File: config.mk
export PLATFORM = sky130hd
export DESIGN_NAME = nibble_frame_demux
export DESIGN_NICKNAME = d
export VERILOG_FILES = /design/src/rtl/nibble_frame_demux_pkg.sv /design/src/rtl/nibble_frame_demux.sv
export SDC_FILE = /design/constraint.sdc
export NUM_CORES = 1
export LEC_CHECK = 0
export CAP_MARGIN = 20
export CORE_ASPECT_RATIO = 1.25
export CORE_MARGIN = 2
export CORE_UTILIZATION = 45
export DETAILED_ROUTE_END_ITERATION = 10
export DONT_BUFFER_PORTS = 1
export GPL_ROUTABILITY_DRIVEN = 0
export PLACE_DENSITY = 0.7
export SYNTH_ARGS = -nofsm -noshare
export SYNTH_HDL_FRONTEND = slang
export SYNTH_SLANG_ARGS = --single-unit
File: constraint.sdc
create_clock -name clk -period 5.4 [get_ports clk]
set_clock_uncertainty 0.05 [all_clocks]
set_input_delay 0.81 -clock clk [delete_from_list [all_inputs] [get_ports clk]]
set_output_delay 0.81 -clock clk [all_outputs]
set_load 0.05 [all_outputs]
File: src/rtl/nibble_frame_demux_pkg.sv
// rtl/nibble_frame_demux_pkg.sv - shared state enum, slot encoding and width default
package nibble_frame_demux_pkg;

  localparam int NIBBLE_W_DEF = 4;

  typedef enum logic {
    COLLECT = 1'b0,
    HOLD    = 1'b1
  } state_e;

  // Same encoding as the calculator's 4-to-1 nibble selector
  localparam logic [1:0] SLOT_A = 2'd0;
  localparam logic [1:0] SLOT_B = 2'd1;
  localparam logic [1:0] SLOT_C = 2'd2;
  localparam logic [1:0] SLOT_D = 2'd3;

endpackage

File: src/rtl/nibble_frame_demux.sv
// rtl/nibble_frame_demux.sv - 1-to-4 nibble distributor assembling frames of four nibbles
module nibble_frame_demux
  import nibble_frame_demux_pkg::*;
#(
  parameter int NIBBLE_W = NIBBLE_W_DEF
) (
  input  logic                clk,
  input  logic                reset_n,
  input  logic [NIBBLE_W-1:0] in_nibble,
  input  logic                in_valid,
  input  logic                in_first,
  output logic                in_ready,
  output logic [NIBBLE_W-1:0] out_A,
  output logic [NIBBLE_W-1:0] out_B,
  output logic [NIBBLE_W-1:0] out_C,
  output logic [NIBBLE_W-1:0] out_D,
  output logic                out_valid,
  input  logic                out_ready,
  output logic [1:0]          slot_idx,
  output logic                frame_error
);

  state_e                     state_q, state_d;
  logic [1:0]                 slot_q, slot_d;
  logic [3:0][NIBBLE_W-1:0]   coll_q, coll_d;
  logic [3:0][NIBBLE_W-1:0]   out_q, out_d;
  logic                       ov_q, ov_d;
  logic                       ferr_q, ferr_d;
  logic                       in_acc, out_acc;

  assign in_ready = (state_q == COLLECT);
  assign in_acc   = in_valid && in_ready;
  assign out_acc  = ov_q && out_ready;

  always_comb begin
    state_d = state_q;
    slot_d  = slot_q;
    coll_d  = coll_q;
    out_d   = out_q;
    ov_d    = ov_q;
    ferr_d  = 1'b0;

    if (out_acc) ov_d = 1'b0;

    case (state_q)
      COLLECT: begin
        if (in_acc) begin
          if (in_first && (slot_q != SLOT_A)) begin
            // Resync: partial frame is dropped, new nibble restarts at slot A
            coll_d[SLOT_A] = in_nibble;
            slot_d         = SLOT_B;
            ferr_d         = 1'b1;
          end else begin
            coll_d[slot_q] = in_nibble;
            slot_d         = slot_q + 2'd1;
            if (slot_q == SLOT_D) begin
              if (!ov_q || out_acc) begin
                out_d = coll_d;
                ov_d  = 1'b1;
              end else begin
                state_d = HOLD;
              end
            end
          end
        end
      end
      HOLD: begin
        if (out_acc) begin
          out_d   = coll_q;
          ov_d    = 1'b1;
          slot_d  = SLOT_A;
          state_d = COLLECT;
        end
      end
      default: state_d = COLLECT;
    endcase
  end

  always_ff @(posedge clk or negedge reset_n) begin
    if (!reset_n) begin
      state_q <= COLLECT;
      slot_q  <= SLOT_A;
      coll_q  <= '0;
      out_q   <= '0;
      ov_q    <= 1'b0;
      ferr_q  <= 1'b0;
    end else begin
      state_q <= state_d;
      slot_q  <= slot_d;
      coll_q  <= coll_d;
      out_q   <= out_d;
      ov_q    <= ov_d;
      ferr_q  <= ferr_d;
    end
  end

  assign out_A       = out_q[SLOT_A];
  assign out_B       = out_q[SLOT_B];
  assign out_C       = out_q[SLOT_C];
  assign out_D       = out_q[SLOT_D];
  assign out_valid   = ov_q;
  assign slot_idx    = slot_q;
  assign frame_error = ferr_q;

endmodule

# Word-level counts from Yosys, hierarchy flattened

Cells that the tools add are included.

Flip-flop bits (word level): 37
Input bits: 9
Output and inout port bits: 21
Logic and storage cells: 64

$add $sub $neg: 1
Order comparisons: 2
Equality and inequality tests: 6
Mux-type cells: 30
Bitwise logic cells: 2
Reductions and logical operators: 11

Operator list:

| kind                  | count |
|---|---|
| $mux W16              | 5 |
| $pmux W16 S2          | 1 |
| $bwmux W16            | 1 |
| $mux W1               | 14 |
| $demux W4 S2          | 1 |
| $mux W4               | 2 |
| $ne A2 B1 Y1 const B  | 4 |
| $mux W2               | 3 |
| $reduce_and A5 Y1     | 1 |
| $logic_and A1 B1 Y1   | 4 |
| $pmux W1 S2           | 2 |
| $pmux W2 S2           | 1 |
| $reduce_and A2 Y1     | 2 |
| $lt A2 B3 Y1 const B  | 1 |
| $reduce_and A3 Y1     | 1 |
| $add A2 B1 Y2 const B | 1 |
| $eq A2 B2 Y1 const B  | 1 |
| $ge A2 B1 Y1 const B  | 1 |
| $ne A2 B2 Y1 const B  | 1 |
| $not A1 Y1            | 2 |
| $reduce_bool A2 Y1    | 1 |
| $logic_not A1 Y1      | 1 |
| $logic_or A1 B1 Y1    | 1 |

# Depth between registers and ports, before layout

Depth in word-level cells: 10
Mapped depth: 7

# Worst setup path after synthesis

Ideal clock, no wire load.

Path type: register to register
From: register slot_q[0], in the netlist slot_idx[0]
To: register coll_q[10] (netlist bit)
Library setup time: 0.125 ns
Data arrival time: 1.978 ns
Required time: 5.225 ns
Setup slack: 3.247 ns
Cell stages (with the launch flop): 7
Path buffers: 0
Path through: dfrtp_1 > inv_1 > ha_1 > nand2b_2 > and2_2 > nand3_1 > mux2_2

Cells in the longest elaborated chain, start to end: 5
Elaborated cells on any way between the ends: 10

RTL lines:

| what                                                                      | line                     | text |
|---|---|---|
| from (decl)                                                               | nibble_frame_demux.sv:24 | `logic [1:0] slot_q, slot_d;` |
| from (signal assigned)                                                    | nibble_frame_demux.sv:89 | `slot_q <= slot_d;` |
| $lt A2 B3 Y1 (not written as such) / $ge A2 B1 Y1 (equally long branches) | nibble_frame_demux.sv:54 | `coll_d[slot_q] = in_nibble;` |
| $logic_and A1 B1 Y1 (not written as such)                                 | nibble_frame_demux.sv:54 |  |
| $mux W4 (not written as such)                                             | nibble_frame_demux.sv:54 |  |
| $demux W4 S2                                                              | nibble_frame_demux.sv:54 |  |
| $bwmux W16                                                                | nibble_frame_demux.sv:54 |  |
| to (signal assigned)                                                      | nibble_frame_demux.sv:90 | `coll_q <= coll_d;` |
| to (decl)                                                                 | nibble_frame_demux.sv:25 | `logic [3:0][NIBBLE_W-1:0] coll_q, coll_d;` |

Several ways; a longest one is shown, not always the timed one.
A chain may end at the register's enable or synchronous reset.

# Final worst setup path

From: register slot_q[0], in the netlist slot_idx[0]
To: register out_q, in the netlist out_D[3]

Cells in the longest elaborated chain, start to end: 10
Elaborated cells on any way between the ends: 17

RTL lines:

| what                                                                      | line                     | text |
|---|---|---|
| $lt A2 B3 Y1 (not written as such) / $ge A2 B1 Y1 (equally long branches) | nibble_frame_demux.sv:54 |  |
| $logic_and A1 B1 Y1 (not written as such)                                 | nibble_frame_demux.sv:54 |  |
| $mux W4 (not written as such)                                             | nibble_frame_demux.sv:54 |  |
| $demux W4 S2                                                              | nibble_frame_demux.sv:54 |  |
| $bwmux W16                                                                | nibble_frame_demux.sv:54 |  |
| $mux W16                                                                  | nibble_frame_demux.sv:57 | `if (!ov_q \|\| out_acc) begin` |
| $mux W16                                                                  | nibble_frame_demux.sv:56 | `if (slot_q == SLOT_D) begin` |
| $mux W16                                                                  | nibble_frame_demux.sv:48 | `if (in_first && (slot_q != SLOT_A)) begin` |
| $mux W16                                                                  | nibble_frame_demux.sv:47 | `if (in_acc) begin` |
| $pmux W16 S2                                                              | nibble_frame_demux.sv:45 | `case (state_q)` |
| to (signal assigned)                                                      | nibble_frame_demux.sv:91 | `out_q <= out_d;` |
| to (decl)                                                                 | nibble_frame_demux.sv:26 | `logic [3:0][NIBBLE_W-1:0] out_q, out_d;` |

Several ways; a longest one is shown, not always the timed one. The select of a mux whose other input is x is not followed.

==> metrics.md <==
| Metric | Value |
|---|---|
| CP required | 5.52 ns |
| Most common cell after layout, fill and taps aside | sky130_fd_sc_hd__mux2_2 |
| Effective utilization at floorplan | 0.462 |
| Number of buffers created by CTS | 5 |
| Post-route fraction of the period consumed by the critical path | 0.440 |
| Number of global-route vias before repair | 1063 |
| Post-cts repair resize count | 0 |
| Worst path max stage delay | 0.60 ns |
| Sequential element share of the synthesized area | 0.538 |
| Cell taking the most area after synthesis | sky130_fd_sc_hd__dfrtp_1 |
| Sink Count | 37 |
| Die area | 4340 um^2 |
| Design Area, Final | 1830 um^2 |
| Number of buffers added for setup after CTS | 0 |
| Count of mapped cells out of synthesis | 121 |
| Number of unique standard cell types used by synthesis | 21 |
| Via density per instance | 5.69 |
| Worst reg-to-reg path cell count | 6 |
| Number of buffers inserted by hold repair at cts | 0 |
| Final worst-path setup slack | 3.02 ns |
| Max-slew headroom | 0.615 |
| Area of the core | 3720 um^2 |
| Fraction of layout cells with a size suffix above 1 | 0.477 |
| Routed len/inst | 17.9 um |
| Std-Cell Rows | 25 |
| Slew of the pin with the lowest slew margin | 0.576 ns |
| Pin count of the biggest net entering global routing | 38 |
| Final period demand of the worst path | 2.38 ns |
| Drt total wl | 3.00 mm |
| Post-route setup TNS | 0 ns |
| Half-perimeter wire length of the detailed placement result | 2.20 mm |
| CTS tree | done |
| Summed instance area of the synthesized netlist | 1720 um^2 |
| CP arrival | 2.49 ns |
| Number of port buffers | 0 |
| Setup repair after global routing missed its margin | false |
| Setup slack on the worst flop-to-flop path | 3.02 ns |
| Layout filler cell count | 330 |
| Sequence of cells on the critical path | inv_1 -> ha_1 -> nand2b_2 -> nand3_2 -> a21boi_4 -> mux2_2 |
| Largest buffer count on any clock path | 2 |
| Share of the synthesized area in the top cell type | 0.538 |
| Number of I/O pins | 30 |
| CTS Root Cell | sky130_fd_sc_hd__clkbuf_8 |
| Deepest level of the CTS H-tree | 2 |
| Pre-CTS worst setup slack | 3.00 ns |
| Chip Height | 73.1 um |
| Type of the worst setup path | register to register |
| Placement-stage cell area | 1750 um^2 |
| Post-synthesis register bit count | 37 |
| Clock slew at reported path FFs | 0.07 ns |
| Final routed DRC violation total | 0 |
| Average size of a mapped cell | 14.2 um^2 |
| Total setup violations reported at the end of the flow | 0 |
| Highest-delay cell along the critical path | sky130_fd_sc_hd__dfrtp_1 |
| Aggregate global-route resource usage | 0.161 |
| Count of antenna diodes in the layout | 0 |
| Clock latency on the worst-skew pair | 0.28 ns |
| Buffering stage count on the worst path with inverters included | 1 |
| Max-slew violation total from the final report | 0 |
| Category of cells accounting for the largest share of critical-path delay | flip-flops |
| Final #Nets | 140 |
| Relative area change from synthesis to final layout | 6.55% |
| Initial antenna violation count | 0 |
| CP startpoint kind | register |
| Wire length of the first global-routing pass | 5.05 mm |
| Final global-route overflow total | 0 |
| Number of hold-slack violations in the final timing report | 0 |
| Cell count along the critical path | 6 |
| Number of vias after detailed routing | 956 |
| Maximum net fanout on the critical path | 16 |
| Width of the die | 59.3 um |
| Outcome | completed |
| Commonest cells after routing, fill and taps aside | 46 x sky130_fd_sc_hd__mux2_2, 37 x sky130_fd_sc_hd__dfrtp_1, 7 x sky130_fd_sc_hd__nand2_1, 5 x sky130_fd_sc_hd__clkbuf_8, 4 x sky130_fd_sc_hd__ha_1 |
| Max-capacitance violation count | 0 |
| Post-Synthesis Net Count | 134 |
| Worst hold-check path type | input port to asynchronous set/reset pin |
| Drt initial violations | 69 |
| Leading post-synthesis cells by cell area | sky130_fd_sc_hd__dfrtp_1 54%, sky130_fd_sc_hd__mux2_2 30%, sky130_fd_sc_hd__ha_1 2.9%, sky130_fd_sc_hd__mux2_4 1.7%, sky130_fd_sc_hd__nand2_1 1.5% |
| Crit end category | register |
| Highest clock rate | 0.420 GHz |
| Count of warnings emitted by yosys | 0 |
| DR pass1 iterations | 4 |
| DRT antenna net count | 0 |
## state kept, by name (all words and copies together) (netlist names)
signal,count
coll_q,16
frame_error,1
out_A,4
out_B,4
out_C,4
out_D,4
out_valid,1
slot_idx,2
state_q,1
## synthesized netlist by cell type
cell type                  number
sky130_fd_sc_hd__inv_4          1
sky130_fd_sc_hd__a21oi_1        3
sky130_fd_sc_hd__nor2_1         3
sky130_fd_sc_hd__nand3_1        3
sky130_fd_sc_hd__ha_1           4
sky130_fd_sc_hd__nand3_2        1
sky130_fd_sc_hd__o211a_1        1
sky130_fd_sc_hd__and2_2         1
sky130_fd_sc_hd__a21boi_4       1
sky130_fd_sc_hd__inv_1          3
sky130_fd_sc_hd__nand2_1        7
sky130_fd_sc_hd__buf_12         1
sky130_fd_sc_hd__a31o_2         1
sky130_fd_sc_hd__nand2b_2       1
sky130_fd_sc_hd__a31oi_1        1
sky130_fd_sc_hd__o21ai_1        1
sky130_fd_sc_hd__o21ai_0        2
sky130_fd_sc_hd__mux2_4         2
sky130_fd_sc_hd__mux2_2        46
sky130_fd_sc_hd__dfrtp_1       37
sky130_fd_sc_hd__nor2b_1        1
## worst reg2reg max path, stage by stage, from the launching register on
cell and delay, ns:
sky130_fd_sc_hd__dfrtp_1 0.60, sky130_fd_sc_hd__inv_1 0.23, sky130_fd_sc_hd__ha_1 0.21, sky130_fd_sc_hd__nand2b_2 0.17
sky130_fd_sc_hd__nand3_2 0.10, sky130_fd_sc_hd__a21boi_4 0.50, sky130_fd_sc_hd__mux2_2 0.41
## through the flow
stage               hold WS (ns)   util  instances
finish                     0.167  0.492        168
floorplan                  0.424      -        121
detailed placement         0.442  0.470        160
global placement           0.431  0.470        160
CTS                        0.151  0.492        168
global route               0.146  0.492        168
## worst paths after layout
path                              end         from
max                          out_D[3]  slot_idx[0]
min                         coll_q[5]      reset_n
max reg2reg                  out_D[3]  slot_idx[0]
min reg2reg                coll_q[10]   coll_q[10]
max in group asynchronous    out_D[3]      reset_n
min in group clk           coll_q[10]   coll_q[10]
## cell type report
cell class | instances | area (um^2) | area share
clock buffer | 6 | 72.6 | 0.0396
clock inverter | 2 | 10.0 | 0.00546
inverter | 4 | 17.5 | 0.00956
multi-input combinational | 79 | 757 | 0.413
sequential | 37 | 926 | 0.505
tap | 40 | 50.0 | 0.0273
## cells by family after synthesis
logic type | Yosys count | synth area share
and+or+nand+nor | 17 | 0.0495
muxes | 48 | 0.319
adders and majority gates | 4 | 0.0291
buffers and inverters | 5 | 0.0218
AOI/OAI and AO/OA | 10 | 0.0429
DFF | 37 | 0.538
## layer usage
metal | vias to the layer above | share of wire | track usage
li1 | 439 | - | -
met1 | 487 | 0.39 | 0.177
met2 | 24 | 0.52 | 0.265
met3 | 6 | 0.063 | 0.0709
met4 | 0 | 0.023 | 0.0682
met5 | - | 0 | 0
Power is not shown: default switching activity piles up to over one toggle a cycle in this logic, so the estimate is an artifact.
